===== config.mk =====
export PLATFORM = sky130hd
export DESIGN_NAME = pwm_bank
export DESIGN_NICKNAME = d
export VERILOG_FILES = /design/src/rtl/pwm_bank.sv
export SDC_FILE = /design/constraint.sdc
export NUM_CORES = 1
export LEC_CHECK = 0
export CAP_MARGIN = 20
export CORE_MARGIN = 1
export CORE_UTILIZATION = 40
export DETAILED_ROUTE_END_ITERATION = 6
export SYNTH_ARGS = -nofsm -noshare
export SYNTH_HDL_FRONTEND = slang
export SYNTH_SLANG_ARGS = --single-unit
export TNS_END_PERCENT = 10

===== constraint.sdc =====
create_clock -name clk -period 8.09 [get_ports clk]
set_input_delay 1.618 -clock clk [delete_from_list [all_inputs] [get_ports clk]]
set_output_delay 1.618 -clock clk [all_outputs]
set_load 0.02 [all_outputs]

===== src/rtl/pwm_bank.sv =====
// Multi-channel PWM bank on the MMIO bus: shared prescaler, programmable period,
// edge/centre alignment, per-channel polarity and boundary-shadowed TOP/DUTY.
module pwm_bank #(
  parameter int CHANNELS    = 4,
  parameter int WIDTH       = 8,
  parameter int PRESC_WIDTH = 8
) (
  input  logic                clk,
  input  logic                n_reset,
  input  logic                cs,
  input  logic                wren,
  input  logic [4:0]          adr,
  input  logic [31:0]         di,
  output logic [31:0]         dout,  // registered read data ("do" is a reserved word)
  output logic [CHANNELS-1:0] out,
  output logic                irq
);

  localparam logic [4:0] ADR_CTRL   = 5'd0;
  localparam logic [4:0] ADR_PRESC  = 5'd1;
  localparam logic [4:0] ADR_TOP    = 5'd2;
  localparam logic [4:0] ADR_STATUS = 5'd3;

  logic                   en, center, irq_en;
  logic [CHANNELS-1:0]    inv;
  logic [PRESC_WIDTH-1:0] presc, psc;
  logic [WIDTH-1:0]       top, top_s, cnt, cnt_nxt;
  logic [WIDTH-1:0]       duty   [CHANNELS];
  logic [WIDTH-1:0]       duty_s [CHANNELS];
  logic                   down, down_nxt, last, tick, boundary;
  logic                   wrap, wrap_clr, wr, rd;
  logic [31:0]            rdata;
  logic                   unused_di;

  assign wr        = cs & wren;
  assign rd        = cs & ~wren;
  assign tick      = en && (psc == presc);
  assign boundary  = tick & last;
  assign wrap_clr  = wr && (adr == ADR_STATUS) && di[0];
  assign irq       = wrap & irq_en;
  assign unused_di = ^di;

  // Next counter value; "last" marks the final step of a period.
  always_comb begin
    cnt_nxt  = '0;
    down_nxt = 1'b0;
    last     = 1'b0;
    if (!center || top_s == '0) begin
      last    = (cnt >= top_s);
      cnt_nxt = last ? '0 : cnt + 1'b1;
    end else if (down || cnt >= top_s) begin
      last     = (cnt == WIDTH'(1));
      cnt_nxt  = cnt - 1'b1;
      down_nxt = !last;
    end else begin
      cnt_nxt = cnt + 1'b1;
    end
  end

  always_comb begin
    rdata = '0;
    case (adr)
      ADR_CTRL:   rdata[CHANNELS+2:0]    = {inv, irq_en, center, en};
      ADR_PRESC:  rdata[PRESC_WIDTH-1:0] = presc;
      ADR_TOP:    rdata[WIDTH-1:0]       = top;
      ADR_STATUS: rdata[0]               = wrap;
      default: begin
        for (int i = 0; i < CHANNELS; i++)
          if (int'(adr) == 4 + i) rdata[WIDTH-1:0] = duty[i];
      end
    endcase
  end

  always_ff @(posedge clk) begin
    if (!n_reset) begin
      en     <= 1'b0;
      center <= 1'b0;
      irq_en <= 1'b0;
      inv    <= '0;
      presc  <= '0;
      top    <= '1;
      top_s  <= '1;
      for (int i = 0; i < CHANNELS; i++) begin
        duty[i]   <= '0;
        duty_s[i] <= '0;
      end
      psc  <= '0;
      cnt  <= '0;
      down <= 1'b0;
      wrap <= 1'b0;
      out  <= '0;
      dout <= '0;
    end else begin
      if (wr) begin
        case (adr)
          ADR_CTRL: begin
            en     <= di[0];
            center <= di[1];
            irq_en <= di[2];
            inv    <= di[CHANNELS+2:3];
          end
          ADR_PRESC:  presc <= di[PRESC_WIDTH-1:0];
          ADR_TOP:    top   <= di[WIDTH-1:0];
          ADR_STATUS: ;
          default: begin
            for (int i = 0; i < CHANNELS; i++)
              if (int'(adr) == 4 + i) duty[i] <= di[WIDTH-1:0];
          end
        endcase
      end

      if (!en) begin
        psc  <= '0;
        cnt  <= '0;
        down <= 1'b0;
      end else if (tick) begin
        psc  <= '0;
        cnt  <= cnt_nxt;
        down <= down_nxt;
      end else begin
        psc <= psc + 1'b1;
      end

      // Shadows track software registers while idle, else only at period boundaries.
      if (!en || boundary) begin
        top_s <= top;
        for (int i = 0; i < CHANNELS; i++) duty_s[i] <= duty[i];
      end

      wrap <= boundary | (wrap & ~wrap_clr);

      for (int i = 0; i < CHANNELS; i++)
        out[i] <= en ? ((cnt < duty_s[i]) ^ inv[i]) : inv[i];

      dout <= rd ? rdata : '0;
    end
  end

endmodule


==> results of run 1 <==
[placed cells by master, fill, tap and decap left out, types with 3 or more instances in the layout]
master           count
a2bb2oi_1            8
nor2_1              58
nand2_1             23
a21oi_1             30
or3_1                3
nand3b_1             4
o21ai_0             19
buf_4                3
xnor2_1             14
o211ai_1             8
nor2b_1             10
edfxtp_1            64
nor3_1               4
and2_1              68
a21o_1               5
clkbuf_16           17
mux4_2               9
dfxtp_1             61
nor4_1               3
nand3_1             17
clkinv_2             4
inv_1               48
clkdlybuf4s50_1     29
ha_1                40
clkinvlp_4           3
mux2i_1             24
o221a_2              4
clkbuf_1             3
and3_1               6
xor2_1              10
nand2b_1             7
conb_1              24
o22ai_1              4
buf_2                3
nand4_1             11
[per-stage QoR]
stage | cells | utilization | setup WS, ns | hold WS, ns | power (uW)
CTS | 896 | 0.4711 | 3.998 | 0.4873 | 1493
finish | 900 | 0.4736 | 4.150 | 0.4876 | 1482
global route | 900 | 0.4736 | 3.949 | 0.5014 | 1533
global placement | 863 | 0.4370 | 3.523 | 0.4694 | 795.5
detailed placement | 864 | 0.4373 | 3.556 | 0.4711 | 798.1
floorplan | 662 | - | 4.819 | 0.4426 | 773.7
[synth_stat cells (2+ instances only)]
cell type,count
and2_1,68
edfxtp_1,64
dfxtp_1,61
nor2_1,58
inv_1,48
ha_1,40
a21oi_1,30
buf_4,25
mux2i_1,24
nand2_1,23
o21ai_0,19
nand3_1,17
xnor2_1,14
clkbuf_1,13
nand4_1,11
nor2b_1,10
xor2_1,10
mux4_2,9
a2bb2oi_1,8
o211ai_1,8
buf_6,7
nand2b_1,7
and3_1,6
a21o_1,5
nand3b_1,4
nor3_1,4
o221a_2,4
o22ai_1,4
nor4_1,3
or3_1,3
nor4b_1,2
o211a_1,2
o311ai_0,2
or4_4,2
[cells by family after synthesis]
family / Yosys count / synth area share
simple gates: 223 / 0.1790
flops: 125 / 0.4693
compound gates: 96 / 0.1009
buf+inv: 96 / 0.07584
fa+ha+maj: 40 / 0.07472
mux: 34 / 0.06837
xor+xnor: 24 / 0.03138
other cells: 1 / 0.0005599
[path summary, 6_finish.rpt]
| kind | startpoint | endpoint | cells past startpoint |
|---|---|---|---|
| min reg2reg | top[3] | top_s[3] | 2 |
| min | top[3] | top_s[3] | 2 |
| max reg2reg | psc[0] | duty_s[0][5] | 6 |
| max | n_reset | duty_s[0][5] | 5 |
[area by class of cell]
class / instances / area [um2] / share of cell area
Sequential cell: 125 / 3143 / 0.4118
Clock inverter: 11 / 93.84 / 0.01230
Tap cell: 216 / 270.3 / 0.03541
Inverter: 49 / 183.9 / 0.02410
Clock buffer: 21 / 450.4 / 0.05902
Multi-Input combinational cell: 441 / 3133 / 0.4105
Timing Repair Buffer: 37 / 357.8 / 0.04689
[critical path: stages]
cell and delay [ns]:
clkdlybuf4s50_1 0.46, buf_4 0.32, clkinv_1 0.65, a21oi_4 0.85
and2_1 0.26
[sequential cells by signal, indices dropped and copies added (netlist names)]
| register | cells |
|---|---|
| inv | 4 |
| dout | 8 |
| wrap | 1 |
| cnt | 8 |
| down | 1 |
| top | 8 |
| top_s | 8 |
| center | 1 |
| duty_s | 32 |
| duty | 32 |
| presc | 8 |
| psc | 8 |
| irq_en | 1 |
| out | 4 |
| en | 1 |
[routing by layer]
layer	wire [um]	share of wire
met5	0	0
met4	227	0.015
met3	688	0.047
met2	6741	0.46
met1	7069	0.48
[power by group]
part           switching (uW)  internal [uW]
combinational            57.2           36.3
clock                     268            427
sequential               8.71            685
==> out/qor.csv, run 1 <==
stage,metric,value,unit
run_status,status,finished clean,
clock_network,TritonCTS clock tree,built,
grt,met3 Track Usage GR,0.04360,
setup_path,CP max FO,40,
clock_network,TritonCTS Sinks,125,
clock_network,TritonCTS Buffers,17,
die,Core ar.,0.01612,mm2
sta,endpoints failing setup,0,
clock_network,maximum buffer depth of the clock tree,2,
synth,Mapped Area,0.006698,mm2
setup_path,critical path launch point type,primary input,
setup_path,CP Class,in2reg,
routing,Routed Antenna Nets,0,
die,Die X,131.4,um
synth,sequential area share after synthesis,0.4693,
clock_network,hold buffers post-CTS,0,
die,Initial Util,0.4156,
grt,largest net degree at the start of global routing,41,
synth,"Distinct cells, synth",58,
clock_network,CTS resizes,0,
power_and_ir_drop,Max VDD drop,0.0001383,V
sta,Worst-Margin Slew,0.9577,ns
job,Max-Cap Viols,0,
synth,syn_area_per_cell,10.48,um2
die,Core Rows,46,
sta,crit share post-route,0.4870,
sta,Worst slew margin,0.3591,
grt,busiest grt layer,met2,
final_layout,area added between synthesis and finish,13.95,%
grt,met2 Use GR,0.2828,
sta,setup TNS,0,ns
synth,#FFs+latches synth,125,
routing,# DRC,0,
synth,share of flip-flops with an asynchronous set or reset,0,
synth,synth top area cells,"edfxtp_1 (29%), dfxtp_1 (18%), ha_1 (7.5%), and2_1 (6.4%), mux2i_1 (3.6%)",
die,height of the chip,131.4,um
power_and_ir_drop,pwr dens,194.2,mW/mm2
routing,DR WL/cell,16.36,um
grt,first-pass GRT wire length,24.00,mm
grt,initial antenna violation count,0,
placement,Final HPWL DP,10.71,mm
grt,total grt overflow,0,
final_layout,nets@finish,752,
routing,final wirelength,14.73,mm
setup_path,R2R Setup Slk,5.19,ns
die,Die Footprint,0.01727,mm2
die,top-level I/O count,78,
synth,Synth warnings,0,
placement,global placer's final weighted congestion,0.8414,
hold_path,HP Class,reg2reg,
setup_path,CP Capture Type,flip-flop,
routing,vias,4567,
sta,Peak Freq,0.2538,GHz
placement,I/O Buffers,29,
sta,"Slew Viols, Final",0,
power_and_ir_drop,leakage,0.003075,uW
placement,post-placement cell area,0.007048,mm2
sta,skew final,0.01483,ns
setup_path,Worst Path Arrival,4.21,ns
routing,drt via density,5.074,
grt,vias in the first global route,4494,
clock_network,CTS Root Buffer Type,clkbuf_16,
synth,top-area cell type share of the netlist area,0.2869,
clock_network,postcts setup bufs,0,
final_layout,final instance area,0.007632,mm2
final_layout,filler instances,1486,
clock_network,clock transition at the registers of the reported paths,0.05,ns
sta,Final Hold Fails,0,
synth,Mapped Cells,639,
sta,minimum clock period,3.940,ns
clock_network,Skew-Pair Late Insertion Delay,0.42,ns
final_layout,layout cell share with drive strength beyond 1,0.09357,
routing,DR pass1 iterations,4,
sta,RSZ-0062 raised after global routing,no,
grt,GRT Total Usage,0.1816,
synth,"area leader, netlist",edfxtp_1,
grt,met1 usage,0.2412,
routing,Initial DRC Count,283,
synth,top_reg_cell synth,edfxtp_1,
final_layout,antenna cells,0,
synth,Post-synth EDFFs,64,
setup_path,Critical Path RT,8.36,ns
clock_network,H-tree levels,4,
Power figures use the tool's default switching activity.
==> run 2: changes to the inputs <==
==> constraint.sdc (replaced) <==
create_clock -name clk -period 3.7 [get_ports clk]
set_input_delay 0.74 -clock clk [delete_from_list [all_inputs] [get_ports clk]]
set_output_delay 0.74 -clock clk [all_outputs]
set_load 0.02 [all_outputs]
==> run 2 against run 1 <==
Compared with the run above: final cell count grew 0.33%; clock skew shrank 0.0041 ns; power grew 140%; critical path depth grew 2; hold slack lost 0.0088 ns; sequential share of layout area shrank 0.70 points; global-route usage grew 0.17 points; clock power grew to 2.7 times the previous value; sequential power grew 120%; largest cell class unchanged.
==> out/qor.csv, run 2 (synthesis results as in run 1) <==
stage,metric,value,unit,change
setup_path,CP max-delay cell,dfxtp_1,,
clock_network,hold buffers post-CTS,0,,unchanged
setup_path,Critical Path RT,3.97,ns,-4.39 ns
power_and_ir_drop,power share of the sequential group,0.424,,-0.044
power_and_ir_drop,leakage,0.003144,uW,+2.3%
routing,drt via density,5.075,,about the same
routing,vias,4583,,+0.35%
die,Core ar.,0.01612,mm2,unchanged
setup_path,max incr delay on CP,0.75,ns,-0.10 ns
routing,final wirelength,14.85,mm,+0.84%
routing,Initial DRC Count,256,,-9.5%
sta,Final Hold Fails,0,,unchanged
routing,DR WL/cell,16.45,um,+0.50%
clock_network,TritonCTS Buffers,17,,unchanged
final_layout,antenna cells,0,,unchanged
power_and_ir_drop,Clock Power Share,0.519,,+0.050
grt,total grt overflow,0,,unchanged
final_layout,area added between synthesis and finish,15.94,%,
die,height of the chip,131.4,um,unchanged
run_status,status,finished clean,,
placement,post-placement cell area,0.007103,mm2,+0.78%
sta,Worst slew margin,0.4515,,+0.09231
grt,largest net degree at the start of global routing,41,,unchanged
placement,I/O Buffers,29,,unchanged
sta,endpoints failing setup,0,,unchanged
grt,first-pass GRT wire length,24.31,mm,+1.3%
die,Die X,131.4,um,unchanged
grt,vias in the first global route,4522,,+0.62%
die,Initial Util,0.4156,,unchanged
die,Die Footprint,0.01727,mm2,unchanged
routing,Routed Antenna Nets,0,,unchanged
sta,minimum clock period,2.716,ns,
routing,DR pass1 iterations,5,,+1
placement,Final HPWL DP,10.84,mm,+1.2%
final_layout,Regs by FF count,"duty x32, duty_s x32",,
clock_network,CTS resizes,0,,unchanged
power_and_ir_drop,Max VDD drop,0.0002896,V,+110%
power_and_ir_drop,pwr dens,460.0,mW/mm2,+140%
grt,GRT Total Usage,0.1832,,+0.001661
final_layout,multi-input logic area,0.003133,mm2,unchanged
sta,RSZ-0062 raised after global routing,no,,
clock_network,CTS Root Buffer Type,clkbuf_16,,
sta,"Slew Viols, Final",0,,unchanged
clock_network,TritonCTS clock tree,built,,
setup_path,crit-path cells,ha_1 -> o21ai_0 -> o21bai_1 -> and3_1 -> o211ai_4 -> a21oi_4 -> and2_1,,
final_layout,register area,0.003143,mm2,unchanged
sta,Peak Freq,0.3681,GHz,
setup_path,CP max FO,40,,unchanged
hold_path,HP Class,reg2reg,,
final_layout,nets@finish,755,,+0.40%
sta,setup TNS,0,ns,unchanged
sta,crit share post-route,0.7342,,
final_layout,layout cell share with drive strength beyond 1,0.1019,,+0.008325
clock_network,H-tree levels,4,,unchanged
die,top-level I/O count,78,,unchanged
die,Core Rows,46,,unchanged
power_and_ir_drop,Internal,2811,uW,+140%
setup_path,critical path launch point type,flip-flop,,
clock_network,Skew-Pair Late Insertion Delay,0.42,ns,about the same
clock_network,maximum buffer depth of the clock tree,2,,unchanged
power_and_ir_drop,Comb pwr share,0.057,,-0.006
power_and_ir_drop,switching part of the total,0.2131,,-0.01186
power_and_ir_drop,Net Sw Power,761.3,uW,+130%
routing,# DRC,0,,unchanged
sta,Worst-Margin Slew,0.8165,ns,-0.1412 ns
setup_path,CP Class,reg2reg,,
clock_network,postcts setup bufs,0,,unchanged
setup_path,CP Capture Type,flip-flop,,
setup_path,Crit path max-delay family,compound AO/OA/AOI/OAI gates,,
final_layout,filler instances,1490,,+0.27%
final_layout,final instance area,0.007765,mm2,+1.7%
job,Max-Cap Viols,0,,unchanged
final_layout,"leading cell types in the layout, fill and taps excluded","and2_1 (68), edfxtp_1 (64), dfxtp_1 (61)",,
sta,skew final,0.01070,ns,-0.004126 ns
grt,initial antenna violation count,0,,unchanged
setup_path,CP Buf/Inv Count,0,,-3
clock_network,clock transition at the registers of the reported paths,0.05,ns,about the same
clock_network,TritonCTS Sinks,125,,unchanged
placement,global placer's final weighted congestion,0.8399,,-0.18%
setup_path,Worst Path Arrival,2.99,ns,-1.22 ns
final_layout,"leading cell type in the layout, fill and taps excluded",and2_1,,
## run 2: cell types whose count changed in the layout (fill, tap and decap cells not counted), sizes merged
| cell | delta |
|---|---|
| clkinv | -3 |
| bufinv | +4 |
| inv | +2 |
| clkinvlp | -1 |
| buf | +3 |
| clkbuf | -2 |
## run 2: per-stage QoR
stage / utilization / instances / power [uW] / worst slack [ns] / hold WS, ns
after global placement: 0.4408 / 871 / 1745 / 0.8061 / 0.4696
after global routing: 0.4818 / 903 / 3691 / 0.7490 / 0.4981
after floorplan: - / 662 / 1692 / 0.9882 / 0.4426
after detailed placement: 0.4408 / 871 / 1748 / 0.7547 / 0.4686
after CTS: 0.4818 / 903 / 3600 / 0.9609 / 0.4826
final: 0.4818 / 903 / 3572 / 0.9836 / 0.4788
## run 2: layout make-up
type,count,area share
Tap cell,216,0.03480
Clock buffer,19,0.05833
Clock inverter,13,0.02691
Sequential cell,125,0.4048
Inverter,49,0.02369
Multi-Input combinational cell,441,0.4035
Timing Repair Buffer,40,0.04802
## run 2: final timing paths
| kind | startpoint | end | slack (ns) | depth (start not counted) |
|---|---|---|---|---|
| worst min register to register | top[3] | top_s[3] | 0.48 | 2 |
| worst min-delay path | top[3] | top_s[3] | 0.48 | 2 |
| worst max-delay path | cnt[3] | duty_s[0][3] | 0.98 | 7 |
| worst max register to register | cnt[3] | duty_s[0][3] | 0.98 | 7 |
## run 2: worst min-delay path, delay by kind of cell (launching register included)
kind / cells / cell delay, ns
AOI/OAI and AO/OA: 1 / 0.05
buffers and inverters: 1 / 0.07
DFF: 1 / 0.31
## run 2: layer usage
metal / up-vias / track usage / wire length, um
li1: 2260 / - / -
met1: 2148 / 0.2471 / 6966
met2: 154 / 0.2845 / 6782
met3: 21 / 0.04282 / 776
met4: 0 / 0.06912 / 325
met5: - / 0 / 0
## run 2: power by group through the flow
stage	Clock, uW	Combinational (uW)	Sequential (uW)
after floorplan	0	155	1540
after global placement	0	201	1540
after detailed placement	0	203	1550
after CTS	1880	205	1520
after global routing	1950	223	1520
final	1850	203	1520
==> run 3: changes to the inputs <==
==> constraint.sdc (replaced) <==
create_clock -name clk -period 2.3 [get_ports clk]
set_input_delay 0.46 -clock clk [delete_from_list [all_inputs] [get_ports clk]]
set_output_delay 0.46 -clock clk [all_outputs]
set_load 0.02 [all_outputs]
==> run 3 against run 2 <==
Compared with the run above: setup slack worse by 0.95 ns; routed wire length is 10% higher; register-to-register slack worse by 0.95 ns; clock-buffer cell count is 2 lower; highest routed layer unchanged; non-clock buffer count is 36 higher; die area stayed put; clock power is 43% higher; maximum frequency is 20% higher; sequential power is 61% higher; combinational power is 73% higher; largest cell class is now multi-input combinational cells.
==> out/qor.csv, run 3 (synthesis results as in run 1) <==
stage,metric,value,unit,change
setup_path,Reg-to-Reg End,top_s[2],,
die,Initial Util,0.4156,,unchanged
setup_path,number of cells on the critical path,10,,+3
grt,total grt overflow,0,,unchanged
sta,Worst slew margin,0.4611,,+0.009619
final_layout,layout cell share with drive strength beyond 1,0.1598,,+0.05789
grt,initial antenna violation count,0,,unchanged
setup_path,CP Capture Type,flip-flop,,
grt,GRT Total Usage,0.1896,,+0.006384
routing,DR pass1 iterations,4,,-1
setup_path,Crit path max-delay family,simple AND/OR/NAND/NOR gates,,
placement,global placer's final weighted congestion,0.8300,,-1.2%
setup_path,crit path from,top_s[7],,
final_layout,Post-Layout Cell Count,942,,+4.3%
clock_network,hold buffers post-CTS,0,,unchanged
setup_path,Setup crit end,top_s[2],,
routing,drt via density,5.114,,+0.75%
grt,busiest grt layer,met2,,
grt,largest net degree at the start of global routing,41,,unchanged
routing,# DRC,0,,unchanged
grt,met2 Use GR,0.3122,,+0.02763
clock_network,clock transition at the registers of the reported paths,0.06,ns,about the same
power_and_ir_drop,leakage,0.003349,uW,+6.5%
die,Die X,131.4,um,unchanged
sta,skew final,0.005173,ns,-0.005530 ns
die,height of the chip,131.4,um,unchanged
clock_network,CTS Root Buffer Type,clkbuf_16,,
setup_path,CP max-delay cell,or4_4,,
grt,met1 usage,0.2410,,-0.006112
grt,met3 Track Usage GR,0.04012,,-0.002701
clock_network,TritonCTS Sinks,125,,unchanged
power_and_ir_drop,Max VDD drop,0.0005269,V,+82%
setup_path,Worst R2R Start,top_s[7],,
final_layout,filler instances,1469,,-1.4%
sta,setup TNS,0,ns,unchanged
sta,Peak Freq,0.4410,GHz,+20%
sta,Worst-Margin Slew,0.8073,ns,-0.009252 ns
setup_path,CP max FO,6,,-85%
sta,"Slew Viols, Final",0,,unchanged
run_status,status,finished clean,,
final_layout,"leading cell types in the layout, fill and taps excluded","and2_1 (68), edfxtp_1 (64), nor2_1 (58)",,
setup_path,R2R cell count,10,,+3
sta,Final Hold Fails,0,,unchanged
sta,minimum clock period,2.268,ns,-0.4486 ns
final_layout,Regs by FF count,"duty x32, duty_s x32",,
final_layout,nets@finish,794,,+5.2%
hold_path,HP Class,reg2reg,,
final_layout,area added between synthesis and finish,21.46,%,
placement,placed cell count,898,,+3.1%
die,Die Footprint,0.01727,mm2,unchanged
setup_path,CP Buf/Inv Count,4,,+4
grt,first-pass GRT wire length,24.94,mm,+2.6%
setup_path,R2R Setup Slk,0.03,ns,-0.95 ns
setup_path,critical path launch point type,flip-flop,,
routing,DR WL/cell,17.39,um,+5.7%
setup_path,crit-path cells,or4_4 -> o21ai_4 -> buf_6 -> o21ai_4 -> o211ai_4 -> buf_12 -> buf_6 -> nand2_8 -> clkbuf_16 -> a2bb2oi_1,,
sta,worst setup margin,0.03224,ns,-0.9514 ns
clock_network,TritonCTS Buffers,17,,unchanged
placement,I/O Buffers,29,,unchanged
final_layout,"leading cell type in the layout, fill and taps excluded",and2_1,,
routing,vias,4817,,+5.1%
routing,final wirelength,16.38,mm,+10%
clock_network,TritonCTS clock tree,built,,
die,top-level I/O count,78,,unchanged
job,Max-Cap Viols,0,,unchanged
routing,Routed Antenna Nets,0,,unchanged
placement,Final HPWL DP,11.47,mm,+5.8%
die,Core Rows,46,,unchanged
setup_path,max incr delay on CP,0.55,ns,-0.20 ns
sta,final hold slack,0.4881,ns,+0.009309 ns
placement,Place WS,-0.05482,ns,-0.8095 ns
clock_network,Skew-Pair Late Insertion Delay,0.42,ns,about the same
setup_path,Critical Path RT,2.60,ns,-1.37 ns
final_layout,antenna cells,0,,unchanged
sta,endpoints failing setup,0,,unchanged
power_and_ir_drop,pwr dens,669.6,mW/mm2,+46%
grt,vias in the first global route,4690,,+3.7%
routing,Initial DRC Count,296,,+16%
setup_path,Worst Path Arrival,2.57,ns,-0.42 ns
die,Core ar.,0.01612,mm2,unchanged
setup_path,CP Class,reg2reg,,
clock_network,H-tree levels,4,,unchanged
clock_network,maximum buffer depth of the clock tree,2,,unchanged
sta,crit share post-route,0.9860,,+0.2518
[run 3: repair_timing]
item,4_1_cts,5_1_grt
setup buffers,0,4
setup endpoints to repair,10,72
gates cloned,1,7
pin swaps,3,4
gates resized for setup,1,11
endpoints found under the hold margin,0,0
[run 3: stage by stage]
stage / area, um2 / total power, uW / util
5_1_grt: 8135 / 5609 / 0.5048
2_1_floorplan: 6792 / 2721 / -
4_1_cts: 7954 / 5473 / 0.4936
3_5_place_dp: 7351 / 2831 / 0.4561
6_report: 8135 / 5447 / 0.5048
3_3_place_gp: 7351 / 2821 / 0.4561
[run 3: metal layers]
metal  routed length [um]  up-vias
met5                    0        -
met1                 7461     2300
met3                  589       30
met4                  364        0
met2                 7966      138
li1                     -     2349
[run 3: final cells by class]
class                   count  area [um2]  share of cell area
multi-input cells         444        3199              0.3933
flip-flops and latches    125        3148              0.3870
repair buffers             76       747.0             0.09182
clock buffers              17       425.4             0.05229
well taps                 216       270.3             0.03322
inverters                  49       183.9             0.02261
clock inverters            15       161.4             0.01984
[run 3: how the worst min path moves through the flow]
stage / startpoint / to / slack, ns / depth (start not counted)
2_1_floorplan: top[0] / top_s[0] / 0.44 / 2
3_3_place_gp: top[5] / top_s[5] / 0.47 / 2
3_5_place_dp: top[5] / top_s[5] / 0.48 / 2
4_1_cts: wrap / wrap / 0.49 / 2
5_1_grt: wrap / wrap / 0.52 / 2
6_report: top[0] / top_s[0] / 0.49 / 2
[run 3: power by group]
group          switching, uW  total [uW]  internal, uW
Combinational            211         352           141
Sequential              33.1        2440          2410
Clock                   1040        2650          1610
[run 3: worst reg2reg max path, cell delays in order, from the launching register on]
cell and delay, ns:
dfxtp_2 0.33, or4_4 0.55, o21ai_4 0.19, buf_6 0.13, o21ai_4 0.07, o211ai_4 0.21, buf_12 0.16, buf_6 0.12
nand2_8 0.08, clkbuf_16 0.19, a2bb2oi_1 0.13
